## config.mk

```make
export PLATFORM = sky130hd
export DESIGN_NAME = instr_fetch_unit
export DESIGN_NICKNAME = d
export VERILOG_FILES = /design/src/rtl/instr_fetch_unit.sv
export SDC_FILE = /design/constraint.sdc
export NUM_CORES = 1
export LEC_CHECK = 0
export ABC_AREA = 0
export ABC_CLOCK_PERIOD_IN_PS = 4900
export CORE_ASPECT_RATIO = 0.7
export CORE_MARGIN = 5
export CORE_UTILIZATION = 50
export DETAILED_ROUTE_END_ITERATION = 8
export PLACE_DENSITY = 0.79
export SLEW_MARGIN = 20
export SYNTH_ARGS = -nofsm -noshare
export SYNTH_HDL_FRONTEND = slang
export SYNTH_SLANG_ARGS = --single-unit
```

## constraint.sdc

```tcl
create_clock -name Clk -period 4.9 [get_ports Clk]
set_clock_uncertainty 0.1 [all_clocks]
set_input_delay 1.47 -clock Clk [delete_from_list [all_inputs] [get_ports Clk]]
set_output_delay 1.47 -clock Clk [all_outputs]
set_load 0.02 [all_outputs]
```

## src/rtl/instr_fetch_unit.sv

```systemverilog
// Fetch stage: owns the PC, issues instruction-memory reads and buffers returned words
// with their PC in a small prefetch FIFO feeding the Controller over valid/ready.
module instr_fetch_unit #(
  parameter int unsigned WIDTH    = 16,
  parameter int unsigned I_ADDR_W = 7,
  parameter int unsigned DEPTH    = 2
) (
  input  logic                Clk,
  input  logic                Reset,
  output logic                imem_rd_en,
  output logic [I_ADDR_W-1:0] imem_addr,
  input  logic [WIDTH-1:0]    imem_rdata,
  output logic                ir_valid,
  input  logic                ir_ready,
  output logic [WIDTH-1:0]    ir_out,
  output logic [I_ADDR_W-1:0] ir_pc,
  input  logic                redirect,
  input  logic [I_ADDR_W-1:0] redirect_pc,
  input  logic                halt,
  output logic                halted,
  output logic [I_ADDR_W-1:0] pc_out
);

  localparam int unsigned PtrW = (DEPTH > 1) ? $clog2(DEPTH) : 1;
  localparam int unsigned CntW = $clog2(DEPTH + 1) + 1;
  localparam logic [CntW-1:0] Full = CntW'(DEPTH);

  typedef enum logic [1:0] {StRst, StFetch, StHalted} state_e;

  state_e state_q, state_d;

  logic [I_ADDR_W-1:0] pc_q, pc_d;
  logic [WIDTH-1:0]    fifo_data_q [DEPTH];
  logic [I_ADDR_W-1:0] fifo_pc_q   [DEPTH];
  logic [PtrW-1:0]     rd_ptr_q, rd_ptr_d;
  logic [PtrW-1:0]     wr_ptr_q, wr_ptr_d;
  logic [CntW-1:0]     occ_q, occ_d;
  logic                inflight_q, inflight_d;
  logic [I_ADDR_W-1:0] inflight_pc_q, inflight_pc_d;
  logic                squash_q, squash_d;

  logic                pop;
  logic                push;
  logic [CntW-1:0]     pending;
  logic                can_issue;

  assign ir_valid  = (occ_q != '0);
  assign pop       = ir_valid & ir_ready;
  assign pending   = occ_q + CntW'(inflight_q) - CntW'(pop);
  assign can_issue = (pending < Full);

  // The word returning in a redirect cycle belongs to the old stream and is dropped here;
  // squash_q covers a return that lands after the redirect cycle.
  assign push = inflight_q & ~squash_q & ~redirect;

  assign imem_addr = pc_q;
  assign pc_out    = pc_q;
  assign ir_out    = ir_valid ? fifo_data_q[rd_ptr_q] : '0;
  assign ir_pc     = ir_valid ? fifo_pc_q[rd_ptr_q]   : '0;

  // State register
  always_ff @(posedge Clk) begin
    if (!Reset) begin
      state_q <= StRst;
    end else begin
      state_q <= state_d;
    end
  end

  // Next-state logic
  always_comb begin
    state_d = state_q;
    unique case (state_q)
      StRst:    state_d = StFetch;
      StFetch:  if (halt && !redirect) state_d = StHalted;
      StHalted: if (redirect) state_d = StFetch;
      default:  state_d = StRst;
    endcase
  end

  // FSM outputs
  always_comb begin
    imem_rd_en = 1'b0;
    halted     = 1'b0;
    unique case (state_q)
      StFetch:  imem_rd_en = ~halt & ~redirect & can_issue;
      StHalted: halted = 1'b1;
      default:  ;
    endcase
  end

  // Datapath next state
  always_comb begin
    pc_d          = pc_q;
    rd_ptr_d      = rd_ptr_q;
    wr_ptr_d      = wr_ptr_q;
    occ_d         = occ_q;
    inflight_d    = imem_rd_en;
    inflight_pc_d = inflight_pc_q;
    squash_d      = 1'b0;

    if (redirect) begin
      pc_d     = redirect_pc;
      rd_ptr_d = '0;
      wr_ptr_d = '0;
      occ_d    = '0;
      squash_d = inflight_q;
    end else begin
      if (imem_rd_en) begin
        pc_d          = pc_q + I_ADDR_W'(1);
        inflight_pc_d = pc_q;
      end
      if (push) wr_ptr_d = wr_ptr_q + PtrW'(1);
      if (pop)  rd_ptr_d = rd_ptr_q + PtrW'(1);
      occ_d = occ_q + CntW'(push) - CntW'(pop);
    end
  end

  always_ff @(posedge Clk) begin
    if (!Reset) begin
      pc_q          <= '0;
      rd_ptr_q      <= '0;
      wr_ptr_q      <= '0;
      occ_q         <= '0;
      inflight_q    <= 1'b0;
      inflight_pc_q <= '0;
      squash_q      <= 1'b0;
    end else begin
      pc_q          <= pc_d;
      rd_ptr_q      <= rd_ptr_d;
      wr_ptr_q      <= wr_ptr_d;
      occ_q         <= occ_d;
      inflight_q    <= inflight_d;
      inflight_pc_q <= inflight_pc_d;
      squash_q      <= squash_d;
    end
  end

  always_ff @(posedge Clk) begin
    if (Reset && push) begin
      fifo_data_q[wr_ptr_q] <= imem_rdata;
      fifo_pc_q[wr_ptr_q]   <= inflight_pc_q;
    end
  end

  push_not_full_a : assert property (@(posedge Clk) disable iff (!Reset) push |-> (occ_q != Full));

endmodule

```

==> Yosys cells after proc, flatten, opt, wreduce, memory -nomap -nowiden <==
Memories as Yosys holds them, arrays and structs flattened. A register that Yosys moved wholly into a read port is not among the register bits.
Index checks and enable logic that the tools add are counted.
{ "totals": {"regBits": 23, "inputBits": 28, "n_memories": 2, "wordCells": 56, "romBits": 0, "latchBits": 0, "mem_bits_rw": 46} }
{ "memory_table": {"columns": ["memory", "words", "word_bits", "rd", "rd_clocked_by_memory_dff", "wr", "line_no", "rtl"], "rows": [
  ["fifo_data_q", 2, 16, 1, 1, 1, "33", "logic [WIDTH-1:0] fifo_data_q [DEPTH];"],
  ["fifo_pc_q", 2, 7, 1, 1, 1, "34", "logic [I_ADDR_W-1:0] fifo_pc_q [DEPTH];"]
]} }
{ "op_classes": {"div": 0, "add_sub_neg": 7, "n_reduce_logical": 10, "n_lt_le_gt_ge": 1, "shifts": 0, "mux": 15, "bitwise_logic": 9, "multipliers": 0, "eq_ne": 4} }
{ "ops": {"columns": ["cell", "count"], "rows": [
  ["7-bit two-way mux", 3],
  ["16-bit two-way mux", 1],
  ["1-bit two-way mux", 8],
  ["7-bit by 1-bit adder with 7-bit output (second input constant)", 1],
  ["3-bit by 1-bit adder with 3-bit output", 2],
  ["2-bit case mux with 3 select lines", 1],
  ["2-bit AND reduction", 3],
  ["3-bit by 1-bit subtractor with 3-bit output", 2],
  ["1-bit bitwise AND", 5],
  ["2-bit two-way mux", 2],
  ["2-bit != test (second input constant)", 2],
  ["1-bit NOT", 4],
  ["3-bit by 2-bit < comparator with 1-bit output (second input constant)", 1],
  ["3-bit nonzero test", 1],
  ["1-bit adder (second input constant)", 2],
  ["2-bit by 1-bit == test with 1-bit output (second input constant)", 1],
  ["2-bit == test (second input constant)", 1],
  ["1-bit logical AND", 2],
  ["2-bit logical NOT", 1],
  ["2-bit nonzero test", 1],
  ["2-bit OR reduction", 1],
  ["1-bit logical NOT", 1]
]} }

==> Logic depth before layout (Yosys ltp) <==
{ "depth": {"ltp_word": 8, "ltp_mapped": 11} }

==> Worst setup path before layout <==
No wires, ideal clock.
{ "synth_timing": {"kind": "input to output", "startpoint": "input ir_ready", "endpoint": "output imem_rd_en", "arrival_ns": 3.509, "setup_slack_ns": -0.179, "n_path_buf": 2, "stages": 9, "cell_sequence": "o31ai_1 inv_1 ha_1 nand2b_1 fa_1 nand4bb_1 clkbuf_1 buf_1 nor3_1"} }
{ "synth_between": {"elab_chain_len": 5} }
{ "synth_rtl": {"columns": ["element", "line_no", "rtl"], "rows": [
  ["start, declared", "14", "input logic ir_ready,"],
  ["1-bit bitwise AND", "48", "assign pop = ir_valid & ir_ready;"],
  ["net pop", "42", "logic pop;"],
  ["3-bit by 1-bit subtractor with 3-bit output", "49", "assign pending = occ_q + CntW'(inflight_q) - CntW'(pop);"],
  ["3-bit by 2-bit < comparator with 1-bit output", "50", "assign can_issue = (pending < Full);"],
  ["1-bit bitwise AND", "86", "StFetch: imem_rd_en = ~halt & ~redirect & can_issue;"],
  ["1-bit two-way mux", "85", "unique case (state_q)"],
  ["end, declared", "10", "output logic imem_rd_en,"]
]} }
The timed path passes the listed nets, and every way through them passes these cells.

==> Worst setup path after layout <==
Ends and elaborated chain as after synthesis.

==> results.json <==
{
  "synth_cells": 243,
  "setup_tns_ns": 0,
  "tritoncts": "done",
  "crit_buf_inv": 3,
  "gr-total-overflow": 0,
  "nets": 361,
  "r2r_start": "occ_q[1]$_SDFF_PP0_",
  "clk_pin_slew_ns": 0.07,
  "maxCapViolCount": 0,
  "core_area_um2": 5810,
  "die-height_um": 75.1,
  "arrival_ns": 3.20,
  "whs_ns": 0.356,
  "ios": 68,
  "yosys-top-cells-area": "edfxtp_1, dfxtp_1, mux2i_1, nor2_1, o31ai_1",
  "fmax_ghz": 0.210,
  "synth_top_area_cell": "edfxtp_1",
  "tightest_slew_ns": 0.423,
  "critPathMostFrequentCell": "buf_6",
  "ir_drop_v": 0.000198,
  "final-setup-viol-count": 0,
  "first_iter_violations": 88,
  "numCtsBuffers": 9,
  "critPathMaxStageDelay_ns": 0.53,
  "cp-end-kind": "output port",
  "grt_pass1_vias": 2248,
  "finalCritPeriodShare_pct": 97.4,
  "cts_root_buffer": "clkbuf_8",
  "clk_latency_ns": 0.35,
  "clock_sinks": 70,
  "status": "finished, final reports clean",
  "cp_max_fo": 2,
  "dp.cells": 373,
  "leakagePower_nw": 1.43,
  "ys_ff_latch": 70,
  "crit_required_ns": 3.33,
  "grt_pass1_wl_mm": 10.6,
  "synth-edff-count": 46,
  "avgRoutedWirePerCell_um": 16.5,
  "h-tree-depth": 3,
  "antenna_left": 0,
  "synth_fp_nets": 277,
  "area_growth_pct": 36.7,
  "viasPerCell": 5.42,
  "yosys.area.top_type_share_pct": 45.6,
  "path_cells": "buf_6, o31ai_4, inv_2, ha_1, nand2b_4, fa_1, nand4bb_1, nor3_4, buf_6",
  "yosysWarningCount": 0,
  "track_usage_pct": 18.4,
  "cp-start-kind": "input port",
  "hold_viol": 0,
  "max_slew_margin_pct": 71.7,
  "final_common_cell": "clkdlybuf4s50_1",
  "dr.pass1.iters": 4,
  "drc": 0,
  "grt_max_degree": 25,
  "initial_core_util_pct": 52.1,
  "vias": 2207,
  "drv_slew": 0,
  "die_w_um": 103,
  "clk_path_buf_depth": 2,
  "period_needed_ns": 4.77,
  "synth_area_um2": 3030,
  "drt_wl_total_mm": 6.71,
  "fp-row-count": 23,
  "rsz0062_at_grt": "no",
  "synth.distinct_cells": 41,
  "finalPower_mw": 1.22,
  "grt_antenna_before_repair": 0,
  "critPathKind": "input port to output port",
  "crit_start": "ir_ready",
  "min_from": "inflight_pc_q[1]$_SDFFE_PN0P_",
  "fin_cells": 407,
  "layout_common_cells": "clkdlybuf4s50_1, edfxtp_1, nor2_1",
  "synth_async_sr_flop_share_pct": 0,
  "ys.flop_type": "edfxtp_1",
  "dp_hpwl_mm": 4.37,
  "cp_slowest_cell": "fa_1",
  "final_core_util_pct": 71.2,
  "syn_avg_cell_area_um2": 12.5,
  "drive_above_1_share_pct": 17.2,
  "hold_path_class": "flop to flop",
  "p_per_area_nw_per_um2": 294,
  "antennaDiodeCount": 0,
  "dieArea_um2": 7740,
  "gp_congestion": 0.794,
  "path_delay_family": "adder cells",
  "io_buffers": 67,
  "yosysSeqAreaShare_pct": 61.5
}
==> stage by stage <==
stage               worst slack, ns  area [um2]
finish                        0.128        4140
global route                 0.0423        4140
CTS                          0.0256        4110
detailed placement           -0.706        3770
global placement             -0.665        3770
floorplan                    0.0381        3040
==> area by class of cell <==
cell class / instances / area, um2
inverter: 9 / 33.8
tap: 75 / 93.8
clock inverter: 7 / 65.1
multi-input combinational: 141 / 1070
timing repair buffer: 96 / 895
fill: 414 / 1670
clock buffer: 9 / 124
sequential: 70 / 1860
==> flip-flops by register name (all words and copies together), names as in the netlist, named ones only <==
name,count
fifo_data_q,32
fifo_pc_q,14
imem_addr,7
inflight_pc_q,7
inflight_q,1
occ_q,3
rd_ptr_q,1
squash_q,1
state_q,2
wr_ptr_q,1
==> per-layer routing <==
layer,wire (um),track usage (%),share of wire [%]
met3,373,5.74,5.6
met5,0,0,0
met2,3540,30.6,53
met1,2700,22.0,40
met4,103,8.76,1.5
==> worst paths after layout <==
path / to / slack [ns] / cells past startpoint
worst max register to register: occ_q[1]$_SDFF_PP0_ / 0.70 / 24
worst min register to register: fifo_pc_q[1][1]$_DFFE_PP_ / 0.36 / 0
worst max-delay path: imem_rd_en / 0.13 / 9
worst min-delay path: fifo_pc_q[1][1]$_DFFE_PP_ / 0.36 / 0
==> power breakdown <==
group	internal, mW	leakage (nW)	switching [mW]
clock network	0.231	0.0964	0.215
registers	0.635	0.596	0.0113
logic	0.0634	0.735	0.0602
==> cells by family (layout without fill, tap and decap cells) <==
family | after synthesis | after routing | share of synthesized area, %
and+or+nand+nor | 69 | 69 | 11.6
xor gates and xnor gates | 6 | 6 | 2.68
muxes | 23 | 23 | 7.60
buffers and inverters | 32 | 121 | 5.45
AOI/OAI and AO/OA | 37 | 37 | 8.22
adders and majority gates | 6 | 6 | 2.97
DFF | 70 | 70 | 61.5
==> repair_timing <==
action / in CTS / in global routing
hold buffers: 0 / 0
pin swaps: 3 / 3
setup endpoints to repair: 1 / 3
buffers inserted: 19 / 0
gates resized for setup: 12 / 8
==> synthesized netlist by cell type, drive strengths merged, types with 2 or more instances <==
master  number
edfxtp      46
nor2        31
dfxtp       24
mux2i       23
buf         14
o31ai       11
clkbuf       9
inv          9
nand4        9
o21ai        8
a21oi        7
a31oi        4
ha           4
nand2        4
and3         3
nand3        3
nor2b        3
nor3         3
nor4         3
or4          3
xnor2        3
fa           2
nand2b       2
==> worst register-to-register path: cells and delay by family, from the launching register on <==
kind	cells	cell delay, ns
adders and majority gates	3	0.97
and+or+nand+nor	1	0.19
AOI/OAI and AO/OA	1	0.30
DFF	1	0.43
buffers and inverters	19	2.16
(Power assumes the default switching activity.)
